==> config.mk <==
export PLATFORM = sky130hd
export DESIGN_NAME = pipe_stall_sched
export DESIGN_NICKNAME = d
export VERILOG_FILES = /design/src/rtl/pipe_stall_sched_pkg.sv /design/src/rtl/pipe_stall_sched_sat_counter32.sv /design/src/rtl/pipe_stall_sched.sv
export SDC_FILE = /design/constraint.sdc
export NUM_CORES = 1
export LEC_CHECK = 0
export ABC_CLOCK_PERIOD_IN_PS = 6200
export BUFFER_PORTS_ARGS = -buffer_cell sky130_fd_sc_hd__buf_4
export CAP_MARGIN = 20
export CORE_MARGIN = 2
export CORE_UTILIZATION = 30
export DETAILED_ROUTE_END_ITERATION = 10
export GPL_ROUTABILITY_DRIVEN = 1
export SLEW_MARGIN = 20
export SYNTH_ARGS = -nofsm -noshare
export SYNTH_HDL_FRONTEND = slang
export SYNTH_HIERARCHICAL = 1
export SYNTH_SLANG_ARGS = --single-unit
==> constraint.sdc <==
create_clock -name clk -period 6.2 [get_ports clk]
set_input_delay 0.62 -clock clk [delete_from_list [all_inputs] [get_ports clk]]
set_output_delay 0.62 -clock clk [all_outputs]
set_load 0.01 [all_outputs]
==> src/rtl/pipe_stall_sched_pkg.sv <==
`default_nettype none
// ============================================================================
// Module      : pipe_stall_sched_pkg
// Description : Shared definitions for the pipeline stall/flush scheduler:
//               PC redirect select encodings and scheduler FSM states.
// Revision    : 1.0 - initial release
// ============================================================================
package pipe_stall_sched_pkg;

  // PC mux select encodings
  localparam logic [1:0] REDIR_PC4  = 2'd0;
  localparam logic [1:0] REDIR_BR   = 2'd1;
  localparam logic [1:0] REDIR_TRAP = 2'd2;

  // Scheduler states
  typedef enum logic [1:0] {
    ST_RUN        = 2'd0,
    ST_MD_WAIT    = 2'd1,
    ST_TRAP_DRAIN = 2'd2
  } sched_state_t;

endpackage
`default_nettype wire

==> src/rtl/pipe_stall_sched_sat_counter32.sv <==
`default_nettype none
// ============================================================================
// Module      : sat_counter32
// Description : 32-bit event counter with enable that sticks at all-ones.
// Revision    : 1.0 - initial release
// ============================================================================
module sat_counter32 (
  input  logic        clk,
  input  logic        rst_n,
  input  logic        en,
  output logic [31:0] count
);

  // Count enabled cycles, holding at the maximum value once reached
  always_ff @(posedge clk or negedge rst_n) begin
    if (!rst_n) begin
      count <= 32'd0;
    end else if (en && (count != 32'hFFFF_FFFF)) begin
      count <= count + 32'd1;
    end
  end

endmodule
`default_nettype wire

==> src/rtl/pipe_stall_sched.sv <==
`default_nettype none
// ============================================================================
// Module      : pipe_stall_sched
// Description : Central stall/flush scheduler for the 5-stage pipeline.
//               Merges load-use, branch, mul/div, data-memory wait and trap
//               requests into prioritized per-stage stall/flush enables and
//               a PC redirect select; keeps stall/flush event counters.
// Revision    : 1.0 - initial release
// ============================================================================
module pipe_stall_sched
  import pipe_stall_sched_pkg::*;
#(
  parameter int MD_MAX_CYCLES = 64,
  parameter int DRAIN_CYCLES  = 2
) (
  input  logic        clk,
  input  logic        rst_n,
  input  logic        lu_stall,
  input  logic        br_taken,
  input  logic        md_start,
  input  logic        md_done,
  input  logic        dmem_req,
  input  logic        dmem_ready,
  input  logic        trap_req,
  output logic        pc_stall,
  output logic        if_id_stall,
  output logic        id_ex_stall,
  output logic        ex_mem_stall,
  output logic        mem_wb_stall,
  output logic        if_id_flush,
  output logic        id_ex_flush,
  output logic        ex_mem_flush,
  output logic [1:0]  redirect_sel,
  output logic        md_timeout,
  output logic [31:0] stall_cnt,
  output logic [31:0] flush_cnt
);

  localparam int c_wd_w = $clog2(MD_MAX_CYCLES + 1);
  localparam int c_dr_w = $clog2(DRAIN_CYCLES + 1);
  localparam logic [c_wd_w-1:0] c_wd_max = c_wd_w'(MD_MAX_CYCLES);
  localparam logic [c_dr_w-1:0] c_dr_max = c_dr_w'(DRAIN_CYCLES);

  sched_state_t      r_state, w_next_state;
  logic [c_wd_w-1:0] r_wd, w_wd_next, w_wd_inc;
  logic [c_dr_w-1:0] r_dr, w_dr_next, w_dr_inc;
  logic              w_timeout_set;
  logic              w_mem_wait;

  assign w_mem_wait = dmem_req & ~dmem_ready;
  assign w_wd_inc   = r_wd + 1'b1;
  assign w_dr_inc   = r_dr + 1'b1;

  // State, watchdog, drain counter and sticky timeout registers
  always_ff @(posedge clk or negedge rst_n) begin
    if (!rst_n) begin
      r_state    <= ST_RUN;
      r_wd       <= '0;
      r_dr       <= '0;
      md_timeout <= 1'b0;
    end else begin
      r_state <= w_next_state;
      r_wd    <= w_wd_next;
      r_dr    <= w_dr_next;
      if (w_timeout_set) begin
        md_timeout <= 1'b1;
      end
    end
  end

  // Prioritized stall/flush/redirect decode and next-state logic
  always_comb begin
    pc_stall      = 1'b0;
    if_id_stall   = 1'b0;
    id_ex_stall   = 1'b0;
    ex_mem_stall  = 1'b0;
    mem_wb_stall  = 1'b0;
    if_id_flush   = 1'b0;
    id_ex_flush   = 1'b0;
    ex_mem_flush  = 1'b0;
    redirect_sel  = REDIR_PC4;
    w_next_state  = r_state;
    w_wd_next     = r_wd;
    w_dr_next     = r_dr;
    w_timeout_set = 1'b0;

    if (w_mem_wait) begin
      // Memory wait freezes the whole pipe; everything else waits its turn
      pc_stall     = 1'b1;
      if_id_stall  = 1'b1;
      id_ex_stall  = 1'b1;
      ex_mem_stall = 1'b1;
      mem_wb_stall = 1'b1;
    end else begin
      case (r_state)
        ST_RUN: begin
          if (trap_req) begin
            if_id_flush  = 1'b1;
            id_ex_flush  = 1'b1;
            ex_mem_flush = 1'b1;
            redirect_sel = REDIR_TRAP;
            w_next_state = ST_TRAP_DRAIN;
            w_dr_next    = '0;
          end else if (br_taken) begin
            if_id_flush  = 1'b1;
            id_ex_flush  = 1'b1;
            redirect_sel = REDIR_BR;
          end else if (md_start) begin
            // Start and done together is a single-cycle op: no stall at all
            if (!md_done) begin
              pc_stall     = 1'b1;
              if_id_stall  = 1'b1;
              id_ex_stall  = 1'b1;
              ex_mem_flush = 1'b1;
              w_next_state = ST_MD_WAIT;
              w_wd_next    = '0;
            end
          end else if (lu_stall) begin
            pc_stall    = 1'b1;
            if_id_stall = 1'b1;
            id_ex_flush = 1'b1;
          end
        end
        ST_MD_WAIT: begin
          if (md_done) begin
            w_next_state = ST_RUN;
          end else begin
            pc_stall     = 1'b1;
            if_id_stall  = 1'b1;
            id_ex_stall  = 1'b1;
            ex_mem_flush = 1'b1;
            w_wd_next    = w_wd_inc;
            if (w_wd_inc == c_wd_max) begin
              w_timeout_set = 1'b1;
              w_next_state  = ST_RUN;
            end
          end
        end
        ST_TRAP_DRAIN: begin
          pc_stall    = 1'b1;
          if_id_flush = 1'b1;
          w_dr_next   = w_dr_inc;
          if (w_dr_inc == c_dr_max) begin
            w_next_state = ST_RUN;
          end
        end
        default: begin
          w_next_state = ST_RUN;
        end
      endcase
    end
  end

  sat_counter32 u_stall_cnt (
    .clk   (clk),
    .rst_n (rst_n),
    .en    (pc_stall),
    .count (stall_cnt)
  );

  sat_counter32 u_flush_cnt (
    .clk   (clk),
    .rst_n (rst_n),
    .en    (redirect_sel != REDIR_PC4),
    .count (flush_cnt)
  );

endmodule
`default_nettype wire

Yosys cells after proc, flatten, opt, wreduce, memory -nomap -nowiden
Index checks and enable logic that the tools add are counted.

storage, ports and cells
  flip-flop bits (word level) = 76
  input bits = 9
  output and inout bits = 75

cells by class
  add/sub/neg operators = 4
  equality and inequality tests = 17
  mux-type cells = 51
  bitwise gates (word level) = 3
  reduce and logical (&&, ||, !) cells = 9

operators by type and width
  kind                     number
  $add A32 B1 Y32 const B  2
  $ne A32 B32 Y1 const B   2
  $mux W7                  5
  $mux W1                  27
  $mux W2                  11
  $ne A2 B2 Y1 const B     7
  $pmux W7 S2              1
  $ne A3 B3 Y1 const B     4
  $pmux W1 S2              4
  $add A7 B1 Y7 const B    1
  $eq A7 B7 Y1 const B     1
  $reduce_and A7 Y1        1
  $pmux W2 S3              1
  $reduce_and A6 Y1        1
  $reduce_bool A2 Y1       3
  $eq A2 B2 Y1 const B     2
  $pmux W2 S2              1
  $pmux W1 S3              1
  $reduce_and A3 Y1        1
  $add A2 B1 Y2 const B    1
  $eq A2 B1 Y1 const B     1
  $logic_and A1 B1 Y1      2
  $logic_not A2 Y1         1
  $not A1 Y1               2
  $and A1 B1 Y1            1

Longest topological paths before layout
  depth after elaboration = 7
  gate-level depth with buffers = 12

By module
Netlist, hierarchy kept.

modules (own cells, without submodules)
  module                        times used  cells each  area an instance (um2)
  sat_counter32 at u_flush_cnt  1           151         1624.1
  sat_counter32 at u_stall_cnt  1           153         1617.8
  pipe_stall_sched              1           99          883.3

Least setup slack after synthesis
Ideal clock, no wire load.

  path kind = input port to flip-flop
  from = in dmem_ready
  to = reg u_flush_cnt.count[29]
  library setup time = 79 ps
  arrival = 2465 ps
  required time = 6121 ps
  slack = 3655 ps
  cell stages on the path = 12
  path buffers = 2
  path through = nand2b_1 -> buf_6 -> inv_2 -> nor2_1 -> nand2_1 -> nor2_1 -> and3_1 -> nor2b_1 -> clkbuf_1 -> nand4_1 -> nor4_2 -> xor2_1

between the ends
  longest elaborated chain between the ends = 5

ends and longest elaborated chain
  what                  RTL line                              source
  from (decl)           pipe_stall_sched.sv:23                input logic dmem_ready,
  $not A1 Y1            pipe_stall_sched.sv:50                assign w_mem_wait = dmem_req & ~dmem_ready;
  $and A1 B1 Y1         pipe_stall_sched.sv:50
  $mux W2               pipe_stall_sched.sv:87                if (w_mem_wait) begin
  $reduce_bool A2 Y1    pipe_stall_sched.sv:164               .en (redirect_sel != REDIR_PC4),
  $logic_and A1 B1 Y1   pipe_stall_sched_sat_counter32.sv:18  end else if (en && (count != 32'hFFFF_FFFF)) begin
  to (signal assigned)  pipe_stall_sched_sat_counter32.sv:19  count <= count + 32'd1;
  to (decl)             pipe_stall_sched_sat_counter32.sv:11  output logic [31:0] count

No other way between the ends.
A chain may end at the register's enable or synchronous reset.

Worst setup path in the final report
Same ends and word-level chain as after synthesis.

==> results.txt <==
----------------------------------------------------
[Status]
  Outcome ... finished, final reports clean

[Routing]
  Detailed-route wire length ... 9.97 mm
  Remaining antenna violation count after routing ... 0
  Initial drt markers ... 179
  Detailed-route via count ... 3370
  Count of unresolved DRC violations after routing ... 0
  Vias per inst ... 5.06
  Total iterations of the first detailed-routing run ... 4
  Wire length per cell ... 15.0 um

[Setup path]
  Number of stages on the worst setup path ... 11
  Worst path bufs/invs ... 2
  Critical path fanouts, max ... 8
  Data arrival time of the worst path ... 3200 ps
  Worst path cell trace ... buf_4, nand2b_1, inv_2, nor2_1, nand2_1, nor2_1, and3_1, nor2b_1, nand4_1, nor4_2, xor2_1
  Destination of the worst register-to-register timing path ... u_stall_cnt/count[28]
  Critical path startpoint category ... input port
  Data required time of the critical path ... 6440 ps
  Cell repeated most along the worst path ... sky130_fd_sc_hd__nor2_1
  Critical path endpoint category ... register
  Cell depth of the worst flop-to-flop path ... 9
  Worst setup startpoint ... dmem_ready
  Worst setup path end ... u_flush_cnt/count[29]
  Internal reg-to-reg setup slack ... 3360 ps
  Maximum single-stage delay on the critical path ... 510 ps
  Startpoint of the lowest-slack register-to-register path ... r_state[0]
  Kind of critical path ... input port to register
  Max stage delay cell, worst path ... sky130_fd_sc_hd__nor2b_1
  Cell family with most CP delay ... simple AND/OR/NAND/NOR gates

[Synth]
  Sequential cell area fraction in the yosys report ... 46.1%
  Yosys synthesis warning count ... 6
  Per-instance average area after synthesis ... 10.2 sq um
  Synth Flop Type ... sky130_fd_sc_hd__dfrtp_1
  Post-Synthesis Cells ... 403
  Synth cell types ... 64
  Top-area cell type share of the netlist area ... 46.1%
  Ranking of synthesized cells by area ... sky130_fd_sc_hd__dfrtp_1, sky130_fd_sc_hd__xnor2_1, sky130_fd_sc_hd__xor2_1, sky130_fd_sc_hd__nand2_1, sky130_fd_sc_hd__nand3_1
  Number of synthesized flops with an enable pin ... 0
  #FFs+latches synth ... 76
  Area of the mapped netlist ... 0.00413 sq mm
  Net count of the mapped netlist ... 416
  Proportion of register bits with asynchronous set or reset after synthesis ... 100%
  Cell taking the most area after synthesis ... sky130_fd_sc_hd__dfrtp_1

[GRT]
  Global-route wire length before repair ... 16.5 mm
  Number of antenna violations at the first check in global routing ... 0
  Number of global-route vias before repair ... 3374
  Maximum number of pins on one net before global-route repair ... 77
  GRT Util Overall ... 14.3%
  Final global-route overflow total ... 0

[Die]
  Die height ... 121 um
  Total core area ... 0.0133 sq mm
  Area of the die ... 0.0147 sq mm
  Starting density of the core ... 30.9%
  Die extent in x ... 121 um
  Top Ports ... 84
  Floorplan row count ... 42

[Clocking]
  Setup Buffers After CTS ... 0
  Max Root-Sink Buffers ... 2
  Insertion delay to the later sink of the worst-skew pair ... 340 ps
  Hold_buf cts ... 0
  Number of levels the H-tree was split into ... 3
  Number of buffers inserted during clock tree synthesis ... 9
  Clock tree root driver cell ... sky130_fd_sc_hd__clkbuf_16
  Clock sink count ... 76
  CTS tree ... yes
  Count of instances resized after the clock tree is built ... 0
  Clock input transition at the sequential cells of the worst setup and hold paths ... 60 ps

[STA]
  Relative max-transition margin ... 35.3%
  Unrepaired setup endpoints after global routing ... false
  Post-layout worst setup margin ... 3250 ps
  Final critical-path share of the clock period ... 47.6%
  Final setup violation count ... 0
  Worst hold margin ... 434 ps
  Post-layout min period ... 2950 ps
  Count of endpoints failing hold in the final timing report ... 0
  Number of max-slew violations in the final report ... 0
  Highest clock frequency the design can meet ... 0.339 GHz
  Skew final ... 9.56 ps
  Actual slew at the worst max-slew pin ... 971 ps
  Fin Setup TNS ... 0 ps

[Place]
  Placer's final routability congestion estimate ... 0.829
  Pre-CTS WS ... 2960 ps
  Hpwl dp ... 7.21 mm
  Number of buffers added on ports ... 83

[Power]
  Ratio of total power to cell area ... 303 mW/mm^2
  P_leak ... 2.38 nW
  Maximum vdd drop ... 0.196 mV

[Cells and area]
  Antenna fix cells ... 0
  FILL cells ... 1337
  Area added between synthesis and finish ... 26.1%
  Multi-input logic area ... 0.00211 sq mm
  Area occupied by registers ... 0.00190 sq mm
  Commonest cells after routing, fill and taps aside ... sky130_fd_sc_hd__buf_4, sky130_fd_sc_hd__dfrtp_1, sky130_fd_sc_hd__nand2_1
  Number of nets at the end of the flow ... 498
  Commonest non-fill, non-tap cell in the layout ... sky130_fd_sc_hd__buf_4
  Fraction of final layout cells with drive strength greater than 1 ... 25.9%

[Hold path]
  Hold Crit Class ... input port to async pin

[Flow run]
  Number of maximum-capacitance violations ... 0

----------------------------------------------------
-- worst register-to-register path: stages (launching register included) --
cell	delay, ps
sky130_fd_sc_hd__dfrtp_1	690
sky130_fd_sc_hd__inv_2	200
sky130_fd_sc_hd__o22ai_1	200
sky130_fd_sc_hd__nand4b_1	160
sky130_fd_sc_hd__nand2_1	290
sky130_fd_sc_hd__inv_1	80
sky130_fd_sc_hd__or3_1	510
sky130_fd_sc_hd__nor3_2	250
sky130_fd_sc_hd__nand2_1	100
sky130_fd_sc_hd__mux2_2	270
-- state kept, by name (all words and copies together), names as in the netlist --
name	flops
md_timeout	1
r_dr	2
r_state	2
r_wd	7
u_flush_cnt/count	32
u_stall_cnt/count	32
-- final cells by class --
type / count / share of cell area, %
clock buffers: 11 / 4.67
flip-flops and latches: 76 / 36.6
well taps: 176 / 4.23
inverters: 7 / 0.505
multi-input cells: 308 / 40.6
repair buffers: 83 / 12.0
clock inverters: 5 / 1.44
-- report_power, final --
group	internal, mW	leakage (nW)	total (mW)	switching [mW]
sequential	0.564	1.01	0.670	0.106
clock	0.361	0.159	0.560	0.199
combinational	0.173	1.20	0.347	0.174
total	1.10	2.38	1.58	0.479
-- cell usage after synthesis (all sizes together) (2+ instances only) --
master / count
o21ai: 6
xnor2: 35
nand4: 24
o22ai: 2
a2111oi: 2
nand3: 32
and4: 8
nor4: 7
and3: 9
nor2: 28
mux2: 4
mux2i: 4
o211ai: 3
nand3b: 2
nand2b: 5
a22o: 2
or3: 2
o311ai: 2
a21oi: 8
nand2: 52
and2: 5
nor3: 17
nor3b: 2
inv: 7
xor2: 23
buf: 10
dfrtp: 76
ha: 4
nor2b: 2
or4: 2
clkbuf: 2
-- cell families after synthesis --
group,after synthesis,share of synthesized area [%]
AND/OR/NAND/NOR,200,27.6
flip-flops,76,46.1
XOR/XNOR,58,12.3
AO/OA/AOI/OAI,38,8.01
buffers and inverters,19,2.73
multiplexers,8,2.06
adder cells (fa/ha/maj),4,1.21
-- through the flow --
| stage | power (mW) | instances | area, sq um | utilization (%) |
|---|---|---|---|---|
| floorplan | 0.879 | 403 | 4130 | - |
| finish | 1.58 | 666 | 5200 | 39.0 |
| CTS | 1.60 | 666 | 5200 | 39.0 |
| global route | 1.67 | 666 | 5200 | 39.0 |
| detailed placement | 1.03 | 650 | 4880 | 36.6 |
| global placement | 1.02 | 650 | 4880 | 36.6 |
-- worst min path at each step --
stage | from | end | slack (ps) | depth (start not counted)
2_1_floorplan | rst_n | md_timeout | 320 | 0
3_3_place_gp | r_dr[0] | r_dr[0] | 470 | 1
3_5_place_dp | u_stall_cnt/count[21] | u_stall_cnt/count[21] | 480 | 1
4_1_cts | rst_n | r_wd[5] | 490 | 1
5_1_grt | u_stall_cnt/count[27] | u_stall_cnt/count[27] | 510 | 1
6_report | rst_n | r_wd[3] | 430 | 1
-- layer usage --
metal	wire [um]	part of all wire, %	vias up	global-route usage (%)
met5	0	0	-	0
met4	140	1.4	0	5.39
met3	451	4.5	11	3.57
met2	4850	49	80	24.3
met1	4530	45	1661	17.4
li1	-	-	1618	-
(Power assumes the default switching activity.)
